### src/rtl/mul_div_unit_if.sv
// Request/result bundle between the datapath and the iterative multiply/divide unit.
interface mul_div_unit_if #(
    parameter int unsigned N = 32
);
    logic         start;
    logic [2:0]   op;
    logic [N-1:0] a;
    logic [N-1:0] b;
    logic         busy;
    logic         done;
    logic [N-1:0] hi;
    logic [N-1:0] lo;

    modport master (output start, op, a, b, input busy, done, hi, lo);
    modport slave  (input start, op, a, b, output busy, done, hi, lo);
endinterface

### src/rtl/mul_div_unit.sv
// Iterative MIPS HI/LO unit: N-cycle shift-add multiply / restoring divide on
// operand magnitudes, one fix-up cycle for signs, plus MTHI/MTLO writes.
module mul_div_unit #(
    parameter int unsigned N  = 32,
    parameter int unsigned CW = 6
) (
    input  logic          clk,
    input  logic          reset_n,
    mul_div_unit_if.slave bus
);

    typedef enum logic [1:0] {IDLE, RUN, FIX} state_t;

    state_t         state_q, state_d;
    logic [CW-1:0]  cnt_q, cnt_d;
    logic [2*N-1:0] acc_q, acc_d;
    logic [N-1:0]   mag_b_q, mag_b_d;
    logic           is_div_q, is_div_d;
    logic           neg_q, neg_d;
    logic           rem_neg_q, rem_neg_d;
    logic [N-1:0]   hi_q, hi_d;
    logic [N-1:0]   lo_q, lo_d;
    logic           done_q, done_d;

    logic           signed_op;
    logic [N-1:0]   mag_a, mag_b;
    logic [N:0]     mul_sum, div_shift, div_diff;
    logic [2*N-1:0] product;
    logic [N-1:0]   quot, rem;

    always_ff @(posedge clk) begin
        if (!reset_n) begin
            state_q   <= IDLE;
            cnt_q     <= '0;
            acc_q     <= '0;
            mag_b_q   <= '0;
            is_div_q  <= 1'b0;
            neg_q     <= 1'b0;
            rem_neg_q <= 1'b0;
            hi_q      <= '0;
            lo_q      <= '0;
            done_q    <= 1'b0;
        end else begin
            state_q   <= state_d;
            cnt_q     <= cnt_d;
            acc_q     <= acc_d;
            mag_b_q   <= mag_b_d;
            is_div_q  <= is_div_d;
            neg_q     <= neg_d;
            rem_neg_q <= rem_neg_d;
            hi_q      <= hi_d;
            lo_q      <= lo_d;
            done_q    <= done_d;
        end
    end

    always_comb begin
        state_d = state_q;
        unique case (state_q)
            IDLE:    if (bus.start && !bus.op[2]) state_d = RUN;
            RUN:     if (cnt_q == CW'(N - 1)) state_d = FIX;
            FIX:     state_d = IDLE;
            default: state_d = IDLE;
        endcase
    end

    always_comb begin
        signed_op = ~bus.op[0];
        mag_a     = (signed_op && bus.a[N-1]) ? -bus.a : bus.a;
        mag_b     = (signed_op && bus.b[N-1]) ? -bus.b : bus.b;

        mul_sum   = {1'b0, acc_q[2*N-1:N]} + (acc_q[0] ? {1'b0, mag_b_q} : '0);
        div_shift = acc_q[2*N-1:N-1];
        div_diff  = div_shift - {1'b0, mag_b_q};

        product   = neg_q ? -acc_q : acc_q;
        quot      = neg_q ? -acc_q[N-1:0] : acc_q[N-1:0];
        rem       = rem_neg_q ? -acc_q[2*N-1:N] : acc_q[2*N-1:N];

        cnt_d     = cnt_q;
        acc_d     = acc_q;
        mag_b_d   = mag_b_q;
        is_div_d  = is_div_q;
        neg_d     = neg_q;
        rem_neg_d = rem_neg_q;
        hi_d      = hi_q;
        lo_d      = lo_q;
        done_d    = 1'b0;

        unique case (state_q)
            IDLE: begin
                if (bus.start) begin
                    unique case (bus.op)
                        3'b000, 3'b001, 3'b010, 3'b011: begin
                            cnt_d     = '0;
                            acc_d     = {{N{1'b0}}, mag_a};
                            mag_b_d   = mag_b;
                            is_div_d  = bus.op[1];
                            // A zero divisor leaves an all-ones quotient unnegated; remainder restores to a.
                            neg_d     = signed_op && (bus.a[N-1] ^ bus.b[N-1]) && (bus.b != '0);
                            rem_neg_d = signed_op && bus.a[N-1];
                        end
                        3'b100:  hi_d = bus.a;
                        3'b101:  lo_d = bus.a;
                        default: ;
                    endcase
                end
            end
            RUN: begin
                cnt_d = cnt_q + 1'b1;
                if (is_div_q) begin
                    if (!div_diff[N]) acc_d = {div_diff[N-1:0], acc_q[N-2:0], 1'b1};
                    else              acc_d = {div_shift[N-1:0], acc_q[N-2:0], 1'b0};
                end else begin
                    acc_d = {mul_sum, acc_q[N-1:1]};
                end
            end
            FIX: begin
                done_d = 1'b1;
                if (is_div_q) begin
                    hi_d = rem;
                    lo_d = quot;
                end else begin
                    hi_d = product[2*N-1:N];
                    lo_d = product[N-1:0];
                end
            end
            default: ;
        endcase
    end

    always_comb begin
        bus.busy = (state_q != IDLE);
        bus.done = done_q;
        bus.hi   = hi_q;
        bus.lo   = lo_q;
    end

endmodule

### src/flat_wrapper.sv
// flat-port wrapper written by rule: the top's interface ports become plain ports
module mul_div_unit_flat 
#(
    parameter int unsigned N  = 32,
    parameter int unsigned CW = 6
)
  (clk, reset_n, bus_start, bus_op, bus_a, bus_b, bus_busy, bus_done, bus_hi, bus_lo);
  mul_div_unit_if #(.N(N)) bus_i ();
  input  logic clk;
  input  logic reset_n;
  input wire logic [$bits(bus_i.start)-1:0] bus_start;
  input wire logic [$bits(bus_i.op)-1:0] bus_op;
  input wire logic [$bits(bus_i.a)-1:0] bus_a;
  input wire logic [$bits(bus_i.b)-1:0] bus_b;
  output wire logic [$bits(bus_i.busy)-1:0] bus_busy;
  output wire logic [$bits(bus_i.done)-1:0] bus_done;
  output wire logic [$bits(bus_i.hi)-1:0] bus_hi;
  output wire logic [$bits(bus_i.lo)-1:0] bus_lo;
  assign bus_i.start = bus_start;
  assign bus_i.op = bus_op;
  assign bus_i.a = bus_a;
  assign bus_i.b = bus_b;
  assign bus_busy = bus_i.busy;
  assign bus_done = bus_i.done;
  assign bus_hi = bus_i.hi;
  assign bus_lo = bus_i.lo;
  mul_div_unit #(.N(N), .CW(CW)) u_core (.clk(clk), .reset_n(reset_n), .bus(bus_i));
endmodule
### config.mk
export PLATFORM = sky130hd
export DESIGN_NAME = mul_div_unit_flat
export DESIGN_NICKNAME = d
export VERILOG_FILES = /design/src/rtl/mul_div_unit_if.sv /design/src/rtl/mul_div_unit.sv /design/src/flat_wrapper.sv
export SDC_FILE = /design/constraint.sdc
export NUM_CORES = 1
export LEC_CHECK = 0
export CAP_MARGIN = 0
export CORE_MARGIN = 5
export CORE_UTILIZATION = 30
export CTS_CLUSTER_SIZE = 10
export DETAILED_ROUTE_END_ITERATION = 7
export HOLD_SLACK_MARGIN = 0.02
export PLACE_DENSITY = 0.45
export SLEW_MARGIN = 25
export SYNTH_ARGS = -nofsm -noshare
export SYNTH_HDL_FRONTEND = slang
export SYNTH_SLANG_ARGS = --single-unit
### constraint.sdc
create_clock -name clk -period 9.3 [get_ports clk]
set_input_delay 1.86 -clock clk [delete_from_list [all_inputs] [get_ports clk]]
set_output_delay 1.86 -clock clk [all_outputs]
set_load 0.02 [all_outputs]
==> qor.csv <==
metric,value,unit
outcome,"finished, final reports clean",
final hold viol count,0,
synth-to-layout area growth,17.4,%
root buffer cell,clkbuf_16,
IO Port Bufs,135,
top_reg_cell synth,dfxtp_1,
DRT iter0 DRCs,948,
"most common cell after layout, fill and taps aside",nor2_1,
first-pass GRT wire length,81400,um
Hold Buf Count CTS,0,
ys async rst share,0,
post-synthesis simple-gate area fraction,0.194,
hold path start,u_core.mag_b_q[31],
largest family of logic cells by synthesized area,compound AO/OA/AOI/OAI gates,
Synth warnings,0,
delay of the slowest critical-path stage,550,ps
Synth Area in XOR/XNOR,0.105,
"EDFF count, synth",0,
Final setup viols,0,
Worst Skew,15.8,ps
number of setup buffers added after CTS,0,
Slowest cell on crit path,clkdlybuf4s50_1,
post-route ant nets,0,
Slew HR,0.380,
VDD IR max,88.3,uV
Worst setup SP type,primary input,
R2R depth,14,
post-synthesis compound-gate area fraction,0.268,
library cells used by synthesis,86,
Place WS,4320,ps
"delay-heaviest family, CP",simple AND/OR/NAND/NOR gates,
GR Util All Layers,0.206,
GPL Wtd Cong,0.894,
post-layout net count,2045,
RSZ-0062 raised after global routing,false,
critical path type,in2reg,
vias post-DR,13744,
largest net degree at the start of global routing,57,
most frequent cells in the layout,"nor2_1 (250), dfxtp_1 (171), a21oi_1 (162), nand2_1 (135), clkdlybuf4s50_1 (135)",
Ports,136,
max cap viols,0,
CTS max path bufs,2,
DRT Pass-1 Iters,6,
vias in the first global route,13249,
crit path capture type,register,
Slew @ Worst Pin,920,ps
layout cells sized above 1,0.0470,
routed vias/inst,5.46,
Avg Synthesized Cell Area,7.52,um^2
"Clk Latency, worst-skew pair",490,ps
flop2flop setup slack,4800,ps
largest cells by area after synthesis,"dfxtp_1 (25%), nor2_1 (6.9%), xnor2_1 (6.2%)",
"Cell Chain, Critical Path","clkdlybuf4s50_1, or3_1, or3_1, nor3_1, nand2_1, o41ai_1, xnor2_1, nor2_1, a211oi_1, a21oi_1, nor2_1",
Detail Placement HPWL,39900,um
sequential area share after synthesis,0.248,
H-tree Lvls,4,
initial antenna violation count,0,
minimum clock period,4520,ps
clock sinks,172,
CP Buf/Inv Count,1,
post-synth top area share,0.248,
TritonCTS clock tree,built,
Num CTS Buffers,17,
Mapped Cells,1849,
Synth Net Count,1990,
WP data required,9720,ps
# diodes,0,
drt wl/cell,21.2,um
core box area,0.0456,mm^2
adder-cell share of the synthesized area,0.0650,
Worst-path clk slew,70,ps
Initial Utilization,0.305,
number of cell rows,78,
post-route clock period utilization,0.485,
Crit path arrival time,4940,ps
maximum clock frequency,221,MHz
die area,0.0507,mm^2
Die W,225,um
Leak,0.00641,uW
Die H,225,um
P per Cell Area,134,mW/mm^2
final WL,53300,um
post_cts resized,0,
"area leader, netlist",dfxtp_1,
Hold Path Sink,u_core.mag_b_q[31],
Hold Path Class,reg2reg,
final worst slack,4780,ps
crit-path max FO,5,
Syn Std Cell Area,0.0139,mm^2
total gr overflow,0,
"flops & latches, synth",172,
DRC Markers,0,
TNS Setup,0,ps
FF-to-FF End,u_core.acc_q[56],
Max Slew Vio Count,0,
post-synthesis mux area share,0.0666,
Worst Hold Path Cells,2,
worst reg2reg startpoint,u_core.acc_q[31],
[power by group]
group / switching (uW) / leakage (uW) / total [uW] / internal [uW]
clock: 338 / 0.000308 / 809 / 471
sequential: 45.4 / 0.00140 / 817 / 771
combinational: 346 / 0.00470 / 562 / 215
[worst reg2reg max path: cells and delay by family (launching register included)]
family	cells	cell delay (ps)
AOI/OAI and AO/OA	7	1750
xor gates and xnor gates	1	130
adders and majority gates	2	670
buffers and inverters	2	700
DFF	1	490
and+or+nand+nor	2	640
[per-layer routing]
metal	vias to the layer above	GRT usage	wire length, um
met2	292	0.345	25500
met4	0	0.0804	1620
li1	6799	-	-
met1	6580	0.274	24400
met5	-	0	0
met3	73	0.0214	1780
[state kept, by name (all words and copies together) (netlist names)]
signal            cells
u_core.state_q        2
u_core.cnt_q          6
u_core.mag_b_q       32
u_core.neg_q          1
u_core.bus.lo        32
u_core.bus.hi        32
u_core.rem_neg_q      1
u_core.is_div_q       1
u_core.acc_q         64
u_core.bus.done       1
[worst max-delay path by stage]
| stage | startpoint | end | cells past startpoint |
|---|---|---|---|
| after floorplan | bus_a[12] | u_core.acc_q[24] | 10 |
| after global placement | bus_a[10] | u_core.acc_q[24] | 11 |
| after detailed placement | bus_a[11] | u_core.acc_q[24] | 11 |
| after CTS | u_core.acc_q[31] | u_core.acc_q[56] | 14 |
| after global routing | bus_a[10] | u_core.acc_q[24] | 11 |
| final | bus_a[5] | u_core.acc_q[24] | 11 |
[stage by stage]
step	total power, uW	hold slack [ps]	util	cell area, um^2	instances
after global routing	2300	468	0.358	16300	2515
after CTS	2220	454	0.358	16300	2515
after floorplan	1200	432	-	13900	1849
final	2190	452	0.358	16300	2515
after global placement	1390	447	0.344	15700	2485
after detailed placement	1400	446	0.344	15700	2485
[cell type report]
type,instances,area [um^2]
fill,4785,29300
inverter,65,246
multi-input combinational,1494,9750
sequential,172,3440
clock buffer,22,474
clock inverter,8,155
timing repair buffer,154,1490
tap,600,751
[cells by family (layout without fill, tap and decap cells)]
logic type / count (synthesis) / after routing
AO/OA/AOI/OAI: 581 / 581
XOR/XNOR: 164 / 164
adder cells (fa/ha/maj): 71 / 71
buffers and inverters: 183 / 249
flip-flops: 172 / 172
multiplexers: 91 / 91
AND/OR/NAND/NOR: 587 / 587
[Yosys cell counts, types with 9 or more instances]
cell        n
nor2_1    254
mux2i_1    79
inv_1      63
nand2_1   135
nor3_1     34
a21oi_1   163
buf_1      14
o211ai_1   22
mux2_2     12
o41ai_1    10
nor2b_1    11
and2_1      9
clkbuf_1   87
xor2_1     64
and3_1     15
or3_1      18
nand4_1    14
a22oi_1    20
a211oi_1   89
o31ai_1    20
xnor2_1    99
nor4_1     15
nand3_1    32
dfxtp_1   172
a21o_1     27
a31oi_1    17
o21ai_0   128
nand2b_1   17
ha_1       69
Power figures use the tool's default switching activity.
